--- src/rtl/kernel_dram_loader.sv ---
// DRAM-to-kernel-memory transfer engine: issues sequential DRAM word reads and
// unpacks each wide response into consecutive narrow kernel-memory write beats.
module kernel_dram_loader #(
  parameter int unsigned DRAM_DATA_BITS = 512,
  parameter int unsigned DRAM_ADDR_BITS = 29,
  parameter int unsigned KER_WIDTH      = 128,
  parameter int unsigned KER_ADDR_BITS  = 11,
  parameter int unsigned LEN_BITS       = 10
) (
  input  logic                      clk,
  input  logic                      rst,
  input  logic                      start,
  input  logic [DRAM_ADDR_BITS-1:0] dram_base,
  input  logic [KER_ADDR_BITS-1:0]  ker_base,
  input  logic [LEN_BITS-1:0]       length,
  output logic                      busy,
  output logic                      done,
  output logic                      rd_req_valid,
  input  logic                      rd_req_ready,
  output logic [DRAM_ADDR_BITS-1:0] rd_req_addr,
  input  logic                      rd_rsp_valid,
  output logic                      rd_rsp_ready,
  input  logic [DRAM_DATA_BITS-1:0] rd_rsp_data,
  output logic                      ker_wr_en,
  output logic [KER_ADDR_BITS-1:0]  ker_wr_addr,
  output logic [KER_WIDTH-1:0]      ker_wr_data
);

  localparam int unsigned RATIO      = DRAM_DATA_BITS / KER_WIDTH;
  localparam int unsigned SLICE_BITS = (RATIO > 1) ? $clog2(RATIO) : 1;
  localparam logic [SLICE_BITS-1:0] LAST_SLICE = SLICE_BITS'(RATIO - 1);

  typedef enum logic [1:0] {S_IDLE, S_RUN, S_DONE} state_e;

  state_e                    state_q;
  logic                      busy_q;
  logic                      done_q;
  logic [LEN_BITS-1:0]       len_q;
  logic [LEN_BITS-1:0]       req_cnt_q;
  logic [LEN_BITS-1:0]       rsp_cnt_q;
  logic                      req_valid_q;
  logic [DRAM_ADDR_BITS-1:0] req_addr_q;
  logic [DRAM_DATA_BITS-1:0] buf_q;
  logic [SLICE_BITS-1:0]     slice_q;
  logic                      wr_en_q;
  logic [KER_ADDR_BITS-1:0]  wr_addr_q;
  logic [KER_ADDR_BITS-1:0]  wr_ptr_q;
  logic [KER_WIDTH-1:0]      wr_data_q;

  logic                  req_fire_c;
  logic                  last_slice_c;
  logic                  last_beat_c;
  logic                  rsp_ready_c;
  logic                  rsp_fire_c;
  logic [SLICE_BITS-1:0] slice_nxt_c;

  // The buffer holds a word exactly while its beats are being written, so
  // "buffer empty" is simply "no beat in flight".
  always_comb begin
    req_fire_c   = req_valid_q && rd_req_ready;
    last_slice_c = wr_en_q && (slice_q == LAST_SLICE);
    last_beat_c  = last_slice_c && (rsp_cnt_q == len_q);
    rsp_ready_c  = (state_q == S_RUN) && (!wr_en_q || last_slice_c);
    rsp_fire_c   = rsp_ready_c && rd_rsp_valid;
    slice_nxt_c  = slice_q + SLICE_BITS'(1);
  end

  always_ff @(posedge clk) begin
    if (rst) begin
      state_q     <= S_IDLE;
      busy_q      <= 1'b0;
      done_q      <= 1'b0;
      len_q       <= '0;
      req_cnt_q   <= '0;
      rsp_cnt_q   <= '0;
      req_valid_q <= 1'b0;
      req_addr_q  <= '0;
      buf_q       <= '0;
      slice_q     <= '0;
      wr_en_q     <= 1'b0;
      wr_addr_q   <= '0;
      wr_ptr_q    <= '0;
      wr_data_q   <= '0;
    end else begin
      done_q <= 1'b0;
      case (state_q)
        S_IDLE: begin
          if (start) begin
            busy_q <= 1'b1;
            if (length != '0) begin
              state_q     <= S_RUN;
              len_q       <= length;
              req_cnt_q   <= '0;
              rsp_cnt_q   <= '0;
              req_valid_q <= 1'b1;
              req_addr_q  <= dram_base;
              wr_ptr_q    <= ker_base;
              slice_q     <= '0;
              wr_en_q     <= 1'b0;
            end else begin
              state_q <= S_DONE;
              done_q  <= 1'b1;
            end
          end
        end
        S_RUN: begin
          // Request channel runs ahead of responses; valid/addr only move on a handshake.
          if (req_fire_c) begin
            req_cnt_q   <= req_cnt_q + LEN_BITS'(1);
            req_addr_q  <= req_addr_q + DRAM_ADDR_BITS'(1);
            req_valid_q <= (req_cnt_q + LEN_BITS'(1)) != len_q;
          end
          if (last_beat_c) begin
            wr_en_q <= 1'b0;
            state_q <= S_DONE;
            done_q  <= 1'b1;
          end else if (rsp_fire_c) begin
            buf_q     <= rd_rsp_data;
            wr_en_q   <= 1'b1;
            slice_q   <= '0;
            wr_data_q <= rd_rsp_data[KER_WIDTH-1:0];
            wr_addr_q <= wr_ptr_q;
            wr_ptr_q  <= wr_ptr_q + KER_ADDR_BITS'(1);
            rsp_cnt_q <= rsp_cnt_q + LEN_BITS'(1);
          end else if (last_slice_c) begin
            wr_en_q <= 1'b0;
          end else if (wr_en_q) begin
            slice_q   <= slice_nxt_c;
            wr_data_q <= buf_q[int'(slice_nxt_c) * KER_WIDTH +: KER_WIDTH];
            wr_addr_q <= wr_ptr_q;
            wr_ptr_q  <= wr_ptr_q + KER_ADDR_BITS'(1);
          end
        end
        S_DONE: begin
          state_q <= S_IDLE;
          busy_q  <= 1'b0;
        end
        default: state_q <= S_IDLE;
      endcase
    end
  end

  assign busy         = busy_q;
  assign done         = done_q;
  assign rd_req_valid = req_valid_q;
  assign rd_req_addr  = req_addr_q;
  assign rd_rsp_ready = rsp_ready_c;
  assign ker_wr_en    = wr_en_q;
  assign ker_wr_addr  = wr_addr_q;
  assign ker_wr_data  = wr_data_q;

endmodule

--- config.mk ---
export PLATFORM = sky130hd
export DESIGN_NAME = kernel_dram_loader
export DESIGN_NICKNAME = d
export VERILOG_FILES = /design/src/rtl/kernel_dram_loader.sv
export SDC_FILE = /design/constraint.sdc
export NUM_CORES = 2
export LEC_CHECK = 0
export ABC_CLOCK_PERIOD_IN_PS = 2700
export BUFFER_PORTS_ARGS = -buffer_cell sky130_fd_sc_hd__buf_2
export CAP_MARGIN = 20
export CORE_AREA = 2 2 287 289
export CTS_CLUSTER_SIZE = 28
export DETAILED_ROUTE_END_ITERATION = 16
export DIE_AREA = 0 0 289 291
export GPL_ROUTABILITY_DRIVEN = 0
export SLEW_MARGIN = 10
export SYNTH_ARGS = -nofsm -noshare
export SYNTH_HDL_FRONTEND = slang
export SYNTH_SLANG_ARGS = --single-unit
--- constraint.sdc ---
create_clock -name clk -period 2.7 [get_ports clk]
set_clock_uncertainty 0.15 [all_clocks]
set_input_delay 0.27 -clock clk [delete_from_list [all_inputs] [get_ports clk]]
set_output_delay 0.27 -clock clk [all_outputs]
set_load 0.1 [all_outputs]
==> Word level (Yosys, flattened, before mapping) <==
Index checks and enable logic that the tools add are counted.
{ "op_classes": {"eq_ne": 15, "n_bitwise": 1, "mux": 51, "reduce_logical": 21, "n_shift": 1, "add_sub_neg": 5} }
{ "op_table": {"columns": ["cell", "n"], "rows": [
  ["$shiftx A512 B10 Y128", 1],
  ["$mux W128", 3],
  ["$mux W11", 9],
  ["$mux W29", 3],
  ["$pmux W29 S2", 1],
  ["$mux W10", 5],
  ["$pmux W10 S2", 2],
  ["$add A29 B1 Y29 const B", 1],
  ["$pmux W11 S2", 1],
  ["$add A10 B1 Y10 const B", 2],
  ["$mux W2", 9],
  ["$mux W1", 12],
  ["$ne A2 B2 Y1 const B", 6],
  ["$reduce_and A4 Y1", 3],
  ["$add A11 B1 Y11 const B", 1],
  ["$eq A10 B10 Y1", 1],
  ["$ne A10 B10 Y1", 1],
  ["$reduce_bool A10 Y1", 1],
  ["$pmux W1 S2", 4],
  ["$pmux W2 S2", 2],
  ["$ne A3 B3 Y1 const B", 2],
  ["$reduce_and A3 Y1", 2],
  ["$reduce_and A6 Y1", 1],
  ["$reduce_bool A2 Y1", 3],
  ["other kinds (12)", 18]
]} }
{ "totals": {"output_inout_bits": 173, "elab_cells": 108, "regBits": 729, "in_bits": 567} }

==> Longest topological paths before layout <==
{ "logic_depth": {"depth_word": 8, "ltp_mapped": 10, "ltp_nobuf": 6} }

==> Least setup slack after synthesis <==
Ideal clock, no wire load.
{ "synth_path": {"kind": "reg2reg", "from": "reg wr_en_q (netlist: ker_wr_en)", "to": "reg rsp_cnt_q[7]", "period_less_slack_ps": 3705, "path_stages_with_launch": 7, "slack_ps": -1005, "required_ps": 2432, "n_path_buf": 1, "arrival_ps": 3437, "cell_sequence": "dfxtp_1 nor2b_1 nor2_1 nand2_1 buf_2 or4_1 o2111a_1"} }
{ "synth_between": {"elab_chain_cells": 6} }
{ "synth_lines": {"columns": ["item", "line_no", "rtl"], "rows": [
  ["start, declared", "45", "logic wr_en_q;"],
  ["start signal, assigned", "80", "wr_en_q <= 1'b0;"],
  ["start signal, assigned", "99", "wr_en_q <= 1'b0;"],
  ["start signal, assigned", "114", "wr_en_q <= 1'b0;"],
  ["$logic_not A1 Y1 / $logic_and A1 B1 Y1 (equally long branches)", "63, 61", null],
  ["$logic_or A1 B1 Y1 *", "63", "rsp_ready_c = (state_q == S_RUN) && (!wr_en_q || last_slice_c);"],
  ["$logic_and A1 B1 Y1 *", "63", null],
  ["via rd_rsp_ready", "22", "output logic rd_rsp_ready,"],
  ["$logic_and A1 B1 Y1 *", "64", "rsp_fire_c = rsp_ready_c && rd_rsp_valid;"],
  ["$ne A2 B2 Y1 (no source line) *", null, null],
  ["$reduce_and A5 Y1 (no source line) *", null, null],
  ["end signal, assigned", "124", "rsp_cnt_q <= rsp_cnt_q + LEN_BITS'(1);"],
  ["end, declared", "40", "logic [LEN_BITS-1:0] rsp_cnt_q;"]
]} }
Mark *: on every way through the listed nets, which the timed path passes. The rest lies on a longest branch.
A chain may end at the register's enable or synchronous reset.

==> Final worst setup path <==
{ "layout_path": {"from": "reg slice_q[0]", "to": "reg buf_q[13]"} }
{ "layout_between": {"elab_chain_cells": 6} }
{ "layout_lines": {"columns": ["item", "line_no", "rtl"], "rows": [
  ["start, declared", "44", "logic [SLICE_BITS-1:0] slice_q;"],
  ["start signal, assigned", "128", "slice_q <= slice_nxt_c;"],
  ["$eq A2 B2 Y1 *", "61", "last_slice_c = wr_en_q && (slice_q == LAST_SLICE);"],
  ["$logic_and A1 B1 Y1 *", "61", null],
  ["$logic_or A1 B1 Y1", "63", null],
  ["$logic_and A1 B1 Y1", "63", null],
  ["$logic_and A1 B1 Y1", "64", null],
  ["$reduce_and A3 Y1 (no source line) *", null, null],
  ["end signal, assigned", "118", "buf_q <= rd_rsp_data;"],
  ["end, declared", "43", "logic [DRAM_DATA_BITS-1:0] buf_q;"]
]} }
Every way passes the cells marked *; elsewhere a longest branch is shown, timed or not.

==> results_dict.tcl <==
set metrics [dict create \
    syn_area_per_cell_um2 8.414 \
    ys_ff_latch 729 \
    cts.sinks 729 \
    min_period_over_period_pct 94.47 \
    synth_area_um2 32840 \
    rr_worst_depth 8 \
    wl_per_cell_um 20.89 \
    holdCritPathClass "primary input to flop" \
    whs_endpoint "rsp_cnt_q[0]" \
    rsz0062_at_grt "yes" \
    hp-start "rd_rsp_valid" \
    finalSetupViolations 0 \
    synth_top_flop_cell "dfxtp_1" \
    numPortBuffers 739 \
    leakage_nw 17.10 \
    yosys.area.top_type "dfxtp_1" \
    ys_types 62 \
    synthToLayoutAreaGrowth_pct 41.77 \
    grt_util_met3_pct 4.444 \
    synth_compound_area_share_pct 25.34 \
    met1_usage_pct 38.17 \
    maxCapViolations 0 \
    die_h_um 291 \
    grt_max_degree 173 \
    dp_hpwl_um 81310 \
    synthTopCellsByArea "dfxtp_1, a21oi_1, mux4_2" \
    syn_inst 3903 \
    drc 0 \
    vias 35530 \
    grt_pass1_wl_um 195100 \
    period_minus_slack_ns 2.551 \
    antenna_found_initial 12 \
    hold_viol_final 0 \
    crit_fanout 58 \
    dp.cells 5393 \
    syn-num-nets 4475 \
    tightest_slew_ns 0.8829 \
    synth_top_family_by_area "compound AO/OA/AOI/OAI gates" \
    postLayoutCoreUtil_pct 57.34 \
    crit_required_ns 3.09 \
    postPlaceCellArea_um2 38020 \
    r2r_start "slice_q[0]" \
    nNetsFinal 5543 \
    final_antenna_net_count 0 \
    io_pins 740 \
    grt_usage_pct 28.95 \
    firstDrtPassIters 5 \
    start_util_pct 40.45 \
    synth_xor_area_share_pct 0.5334 \
    clock.fmax_mhz 392.0 \
    status "finished, final reports clean" \
    r2r_setup_slack_ns 0.15 \
    powerDensity_nw_per_um2 607.7 \
    busiest_layer "met2" \
    root_buffer "clkbuf_16" \
    synthSimpleGateAreaFrac_pct 14.98 \
    drive_above_1_share_pct 23.12 \
    ir_worst_vdd_v 0.0004689 \
    cp-end-kind "flop" \
    clk_pin_slew_ns 0.06 \
    final_area_um2 46550 \
    path_class "flop to flop" \
    cts_buffer_depth 3 \
    synth_top_area_share_pct 44.44 \
    drt-initial-drc-count 3095 \
    numCtsBuffers 80 \
    setup_ws_ns 0.1493 \
    min_path_cells 4 \
    viasPerCell 5.806 \
    yosys.area_share.adder_pct 0.1905 \
    fp.dieW_um 289 \
    grt_use_met2_pct 46.81 \
    htree_levels 3 \
    overflow 0 \
    layout_common_cells "buf_2, a21oi_1, dfxtp_1" \
    muxShareOfSynthArea_pct 8.874 \
    ys_seq_area_share_pct 44.44 \
    coreArea_um2 81190 \
    timing.rr.end "buf_q[13]" \
    wl_um 127800 \
    clk_latency_ns 0.63 \
    dp_slack_ns 0.1564 \
    synth_edf_count 0 \
    ys_async_sr_fraction_pct 0 \
    die_area_um2 84100 \
    row_count 105 \
    start_kind "flop" \
    grt_pass1_vias 34010 \
    layout_commonest_cell "buf_2" \
    fin_cells 6119 \
    slew_headroom_pct 41.14 \
    arrival_ns 2.94 \
    ys_warn_count 0 \
    slew_violations 0 \
    cts_tree "yes" \
]
## cells by family after synthesis
kind of cell               count (synthesis)
AOI/OAI and AO/OA                       1511
xor gates and xnor gates                  20
adders and majority gates                  5
buffers and inverters                    470
DFF                                      729
muxes                                    131
and+or+nand+nor                         1037
## report_power, final
group | internal, mW | leakage (nW) | total, mW | switching [mW]
logic | 1.84 | 9.76 | 4.93 | 3.10
registers | 11.3 | 5.95 | 11.6 | 0.345
clock network | 7.02 | 1.39 | 11.7 | 4.71
## metrics by stage
step	total power [mW]	TNS (ns)	hold slack, ns
after global routing	29.22	-0.002655	0.09321
after CTS	28.38	0	0.02806
after global placement	16.03	0	0.3063
final	28.29	0	0.07807
after detailed placement	16.06	0	0.3147
after floorplan	14.58	0	0.2560
## how the worst max path moves through the flow
stage	slack (ns)	start	to
2_1_floorplan	0.02	ker_wr_en	ker_wr_data[100]
3_3_place_gp	0.19	slice_q[0]	wr_ptr_q[1]
3_5_place_dp	0.16	slice_q[0]	buf_q[83]
4_1_cts	0.04	state_q[1]	rd_req_addr[21]
5_1_grt	-0.003	slice_q[0]	buf_q[3]
6_report	0.15	slice_q[0]	buf_q[13]
## what timing repair did
action,4_1_cts,5_1_grt
setup endpoints to repair,0,4
buffers inserted,0,0
endpoints found under the hold margin,691,0
hold buffers,565,0
resized for setup,0,5
## critical path: stages (launching register included)
cell and delay [ns]:
dfxtp_4 0.39, ha_4 0.16, nand2_1 0.07, or4_4 0.54, nor3_4 0.24, buf_12 0.31
buf_12 0.26, o21ai_0 0.11, a21oi_1 0.21
## flip-flops by register name, indices dropped and copies added (netlist names)
register	count
len_q	10
rsp_cnt_q	10
busy	1
wr_ptr_q	11
done	1
ker_wr_addr	11
req_cnt_q	10
ker_wr_data	128
rd_req_addr	29
ker_wr_en	1
slice_q	2
rd_req_valid	1
buf_q	512
state_q	2
## cells in the mapped netlist, drive strengths merged (10+ instances only)
| library cell | instances |
|---|---|
| nand3 | 557 |
| a21oi | 725 |
| and3 | 14 |
| mux4 | 128 |
| nand2 | 326 |
| nand4 | 10 |
| or3 | 11 |
| o21ai | 566 |
| a31oi | 11 |
| dfxtp | 729 |
| o31ai | 10 |
| inv | 15 |
| or4 | 13 |
| a311oi | 131 |
| buf | 137 |
| nor2 | 41 |
| nor3 | 18 |
| nor4 | 16 |
| xnor2 | 13 |
| clkbuf | 317 |
| a211oi | 10 |
## routing by layer
layer,part of all wire (%),routed length (µm),vias to the layer above
met1,42,53640,17040
met4,4.3,5490,2
met3,7.1,9103,317
met5,0.010,13,-
li1,-,-,16580
met2,47,59580,1590
## final cells by class
cell class / instances / area, µm²
Fill cell: 7090 / 34640
Multi-Input combinational cell: 2704 / 16470
Sequential cell: 729 / 14610
Timing Repair Buffer: 1440 / 11230
Clock buffer: 118 / 2387
Tap cell: 1070 / 1339
Clock inverter: 28 / 430.4
Inverter: 16 / 60.06
Antenna cell: 14 / 35.03
Power figures use the tool's default switching activity.
